<file path="config.mk">
export PLATFORM = sky130hd
export DESIGN_NAME = instr_fetch_unit
export DESIGN_NICKNAME = d
export VERILOG_FILES = /design/src/rtl/instr_fetch_unit_pkg.sv /design/src/rtl/instr_fetch_unit_pc_next_calc.sv /design/src/rtl/instr_fetch_unit.sv
export SDC_FILE = /design/constraint.sdc
export NUM_CORES = 1
export LEC_CHECK = 0
export BUFFER_PORTS_ARGS = -buffer_cell sky130_fd_sc_hd__buf_4
export CAP_MARGIN = 5
export CORE_ASPECT_RATIO = 0.5
export CORE_MARGIN = 2
export CORE_UTILIZATION = 30
export CTS_BUF_LIST = sky130_fd_sc_hd__clkbuf_8
export DETAILED_ROUTE_END_ITERATION = 12
export GPL_TIMING_DRIVEN = 1
export PLACE_DENSITY = 0.58
export SLEW_MARGIN = 40
export SYNTH_ARGS = -nofsm -noshare
export SYNTH_HDL_FRONTEND = slang
export SYNTH_SLANG_ARGS = --single-unit
</file>
<file path="constraint.sdc">
create_clock -name clk -period 5 [get_ports clk]
set_input_delay 0.25 -clock clk [delete_from_list [all_inputs] [get_ports clk]]
set_output_delay 0.25 -clock clk [all_outputs]
set_load 0.01 [all_outputs]
</file>
<file path="src/rtl/instr_fetch_unit_pkg.sv">
// Shared fetch-stage definitions: next-PC select encodings, fetch FSM states
// and the instruction width used by the fetch stage and the control unit.
package instr_fetch_unit_pkg;

  localparam int INST_W = 32;

  localparam logic [1:0] PCSEL_HOLD   = 2'b00;
  localparam logic [1:0] PCSEL_INC    = 2'b01;
  localparam logic [1:0] PCSEL_BRANCH = 2'b10;
  localparam logic [1:0] PCSEL_REG    = 2'b11;

  typedef enum logic [1:0] {
    ST_FETCH = 2'd0,
    ST_EXEC  = 2'd1,
    ST_FAULT = 2'd2
  } fetch_state_e;

endpackage

</file>
<file path="src/rtl/instr_fetch_unit_pc_next_calc.sv">
// Combinational next-PC selection. Every sum wraps modulo 2^AW. The
// misaligned flag is raised when the chosen target is not word aligned.
module pc_next_calc
  import instr_fetch_unit_pkg::*;
#(
  parameter int AW    = 64,
  parameter int OFF_W = 26
) (
  input  logic [AW-1:0]    pc_i,
  input  logic [1:0]       pc_sel_i,
  input  logic [OFF_W-1:0] const_i,
  input  logic [AW-1:0]    br_addr_i,
  output logic [AW-1:0]    next_pc_o,
  output logic             misaligned_o
);

  localparam logic [AW-1:0] PC_STEP = AW'(4);

  logic signed [AW-1:0] off_ext;
  logic signed [AW-1:0] off_bytes;

  // Sign-extend the word offset, then scale it to a byte offset.
  assign off_ext   = {{(AW-OFF_W){const_i[OFF_W-1]}}, const_i};
  assign off_bytes = {off_ext[AW-3:0], 2'b00};

  // Pick the target address for the selected PC source.
  always_comb begin
    next_pc_o = pc_i;
    case (pc_sel_i)
      PCSEL_HOLD:   next_pc_o = pc_i;
      PCSEL_INC:    next_pc_o = pc_i + PC_STEP;
      PCSEL_BRANCH: next_pc_o = pc_i + off_bytes;
      PCSEL_REG:    next_pc_o = br_addr_i;
      default:      next_pc_o = pc_i;
    endcase
  end

  assign misaligned_o = |next_pc_o[1:0];

endmodule

</file>
<file path="src/rtl/instr_fetch_unit.sv">
// Fetch stage: owns PC and instruction register, sequences RAM reads with a
// FETCH/EXEC/FAULT FSM and a watchdog on unanswered fetches. All outputs are
// decoded from registered state.
module instr_fetch_unit
  import instr_fetch_unit_pkg::*;
#(
  parameter int              AW            = 64,
  parameter int              IW            = INST_W,
  parameter int              OFF_W         = 26,
  parameter logic [AW-1:0]   RESET_PC      = '0,
  parameter int              FETCH_TIMEOUT = 15
) (
  input  logic             clk,
  input  logic             Reset,
  input  logic [1:0]       PC_SEL,
  input  logic [OFF_W-1:0] Const,
  input  logic [AW-1:0]    BR_Addr,
  input  logic             Exec_Done,
  input  logic             Mem_Ack,
  input  logic [IW-1:0]    Mem_RData,
  output logic             Mem_Req,
  output logic [AW-1:0]    Mem_Addr,
  output logic             EN_ADDR_PC,
  output logic [IW-1:0]    Inst,
  output logic             Inst_Valid,
  output logic [AW-1:0]    PC,
  output logic             Fetch_Fault
);

  localparam int               CNT_W    = $clog2(FETCH_TIMEOUT + 1);
  localparam logic [CNT_W-1:0] CNT_LAST = CNT_W'(FETCH_TIMEOUT - 1);

  fetch_state_e     state_q, state_d;
  logic [AW-1:0]    pc_q, pc_d;
  logic [IW-1:0]    inst_q, inst_d;
  logic [CNT_W-1:0] cnt_q, cnt_d;

  logic [AW-1:0]    next_pc;
  logic             next_misaligned;

  pc_next_calc #(
    .AW    (AW),
    .OFF_W (OFF_W)
  ) u_pc_next_calc (
    .pc_i         (pc_q),
    .pc_sel_i     (PC_SEL),
    .const_i      (Const),
    .br_addr_i    (BR_Addr),
    .next_pc_o    (next_pc),
    .misaligned_o (next_misaligned)
  );

  // Next-state logic: fetch handshake with watchdog, PC update on retire.
  always_comb begin
    state_d = state_q;
    pc_d    = pc_q;
    inst_d  = inst_q;
    cnt_d   = cnt_q;
    case (state_q)
      ST_FETCH: begin
        // An ack in the last watchdog cycle still completes the fetch.
        if (Mem_Ack) begin
          inst_d  = Mem_RData;
          cnt_d   = '0;
          state_d = ST_EXEC;
        end else if (cnt_q == CNT_LAST) begin
          cnt_d   = '0;
          state_d = ST_FAULT;
        end else begin
          cnt_d = cnt_q + CNT_W'(1);
        end
      end
      ST_EXEC: begin
        // A misaligned target faults without disturbing PC.
        if (Exec_Done) begin
          if (next_misaligned) begin
            state_d = ST_FAULT;
          end else begin
            pc_d    = next_pc;
            cnt_d   = '0;
            state_d = ST_FETCH;
          end
        end
      end
      ST_FAULT: begin
        state_d = ST_FAULT;
      end
      default: begin
        state_d = ST_FAULT;
      end
    endcase
  end

  // State, PC, IR and watchdog registers; reset abandons any access in flight.
  always_ff @(posedge clk) begin
    if (Reset) begin
      state_q <= ST_FETCH;
      pc_q    <= RESET_PC;
      inst_q  <= '0;
      cnt_q   <= '0;
    end else begin
      state_q <= state_d;
      pc_q    <= pc_d;
      inst_q  <= inst_d;
      cnt_q   <= cnt_d;
    end
  end

  assign Mem_Req     = (state_q == ST_FETCH);
  assign EN_ADDR_PC  = Mem_Req;
  assign Mem_Addr    = pc_q;
  assign PC          = pc_q;
  assign Inst        = inst_q;
  assign Inst_Valid  = (state_q == ST_EXEC);
  assign Fetch_Fault = (state_q == ST_FAULT);

endmodule

</file>
==> flow_metrics.tcl <==
set metrics [dict create \
    grt_max_degree 70 \
    synth_edf_count 0 \
    postSynthAreaPerCell_um2 7.185 \
    grt.overflow.total 0 \
    reg2reg_to "Mem_Addr[50]" \
    clock.fmax_ghz 0.2680 \
    power.leakage_nw 4.775 \
    fill_cells 3249 \
    cts_made_buffers 9 \
    fin_crit_ns 3.731 \
    max_slew_margin_pct 48.55 \
    grt_usage_pct 20.64 \
    layout.cells.non_filler 1823 \
    cts_tree "done" \
    max_slew.worst_pin.slew_ns 0.7647 \
    rrSetupSlack_ns 1.40 \
    cts.clk_slew.worst_paths_ns 0.11 \
    yosys_register_bits 102 \
    drc 0 \
    ant_nets 0 \
    cts.sinks 102 \
    grt_pass1_vias 8998 \
    worst-r2r-cell-count 11 \
    clk_path_buf_depth 2 \
    syn_area_mm2 0.009154 \
    synth_nets 1435 \
    yosys.area.top_type_share_pct 22.31 \
    grt_setup_unrepaired "false" \
    critical_path_arrival_ns 4.02 \
    ys.flop_type "dfxtp_1" \
    place.gp.congestion 0.9548 \
    run_status "completed" \
    synthToLayoutAreaGrowth_pct 22.62 \
    synth_common_cells "nand2_1, nor2_1, a21oi_1" \
    post-cts-setup-buffer-count 0 \
    finalSetupTns_ns 0 \
    dpl.hpwl_um 25550 \
    ir_worst_vdd_mv 0.1621 \
    clock_latency_ns 0.43 \
    dp.cells 1806 \
    highest_layer "met4" \
    num_io_pins 292 \
    path_class "in -> reg" \
    finalSetupViolCount 0 \
    via_per_inst 5.419 \
    finalNetCount 1579 \
    end_kind "flip-flop" \
    synth.most_common_cell "nand2_1" \
    drive_gt1_share_pct 25.09 \
    hold_end "Inst[0]" \
    die_w_um 251.0 \
    grt_antenna_before_repair 1 \
    finClkSkew_ns 0.01476 \
    cts-hold-fix-buffers 0 \
    finalHoldViolations 0 \
    synth_cell_types 88 \
    root_buffer "clkbuf_8" \
    worstReg2RegStart "Mem_Addr[2]" \
    yosysWarnings 0 \
    placementRows 45 \
    grt_pass1_wl_um 52300 \
    hold_path.class "in -> reg" \
    ctsHtreeMaxLevel 3 \
    multi_input_area_mm2 0.006101 \
    maxSlewViolCount 0 \
    postCtsResizedCells 0 \
    met2WireLength_um 15570 \
    maxCapViolCount 0 \
    cp.required_ns 5.29 \
    wl_um 33920 \
    synth.area.top_cells "dfxtp_1, nand2_1, a21oi_1, buf_4, nor2_1" \
    fp.dieH_um 127.5 \
    p_per_area_mw_per_mm2 191.6 \
    wirelength_met1_um 15670 \
    regArea_mm2 0.002042 \
    drt_iter0_drc 767 \
    num_vias 9878 \
    io_buffers 291 \
    start_util_pct 30.33 \
    worst_setup_path_start_kind "input port" \
    path_max_fanout 33 \
    ys_seq_area_share_pct 22.31 \
    postSynthCellCount 1274 \
    worstHoldStart "Mem_RData[0]" \
    holdPathStages 3 \
    die-area_mm2 0.03201 \
    wl_per_cell_um 18.60 \
    yosys.area.top_type "dfxtp_1" \
    wl_met3_um 2000 \
    async_flop_share_pct 0 \
    firstDrtPassIters 5 \
    period_share_pct 74.62 \
    core_region_area_mm2 0.03018 \
]
## placed cells by master (no fill, tap or decap), types with 38 or more instances in the layout
master / count
nand3_1: 44
nand2_1: 155
nor2_1: 116
a21oi_1: 105
xnor2_1: 49
nor3_1: 58
dfxtp_1: 102
buf_4: 306
and2_1: 41
a221oi_1: 38
## per-layer routing
layer | up-vias | global-route usage (%)
met2 | 334 | 33.05
met3 | 38 | 4.951
li1 | 4840 | -
met1 | 4666 | 27.78
met5 | - | 0
met4 | 0 | 5.672
## report_power, final
part           internal, mW  switching, mW  leakage, nW
clock network         0.238          0.356        0.102
logic                 0.284          0.356         3.84
registers             0.852         0.0642        0.831
## critical path, stage by stage
cell      delay [ns]
buf_4           0.08
inv_1           0.05
ha_1            0.24
buf_4           0.25
and2_1          0.23
fa_1            0.45
a21oi_1         0.17
o21ai_1         0.15
o221ai_1        0.42
a211oi_1        0.18
a211oi_1        0.58
o21ai_1         0.28
a31oi_1         0.35
mux2i_1         0.23
a211oi_1        0.08
## registers in the layout, summed over array words and instances (netlist names)
name	count
Inst	32
Mem_Addr	64
cnt_q	4
state_q	2
## cells by family after synthesis
family,Yosys count,share of synthesized area [%]
compound gates,359,27.61
xor+xnor,60,5.741
fa+ha+maj,34,4.702
buf+inv,194,11.17
flops,102,22.31
mux,12,1.353
simple gates,513,27.12
## worst max path at each step
stage | startpoint | endpoint | depth (start not counted)
4_1_cts | PC_SEL[0] | Mem_Addr[50] | 15
3_3_place_gp | PC_SEL[0] | Mem_Addr[63] | 15
5_1_grt | PC_SEL[0] | Mem_Addr[36] | 15
6_report | PC_SEL[0] | Mem_Addr[50] | 15
3_5_place_dp | PC_SEL[0] | Mem_Addr[63] | 15
2_1_floorplan | PC_SEL[0] | Mem_Addr[63] | 16
## per-stage QoR
stage	setup slack, ns	total power [mW]	hold WS [ns]	area, µm²	util (%)
after detailed placement	0.8949	1.572	0.4469	11020	36.51
after global routing	1.023	2.277	0.008387	11220	37.18
after global placement	0.9560	1.570	0.4432	11020	36.51
after floorplan	1.422	1.322	0.3860	9154	-
final	1.269	2.151	0.04926	11220	37.19
after CTS	1.385	2.175	0.004914	11220	37.18
## area by class of cell
class | instances | share of cell area (%)
Timing Repair Buffer | 306 | 20.47
Clock buffer | 9 | 1.104
Sequential cell | 102 | 18.19
Tap cell | 399 | 4.448
Multi-Input combinational cell | 978 | 54.35
Clock inverter | 7 | 0.7134
Antenna cell | 1 | 0.02229
Inverter | 21 | 0.7023
Note: power is estimated with default switching activity, not from simulation.
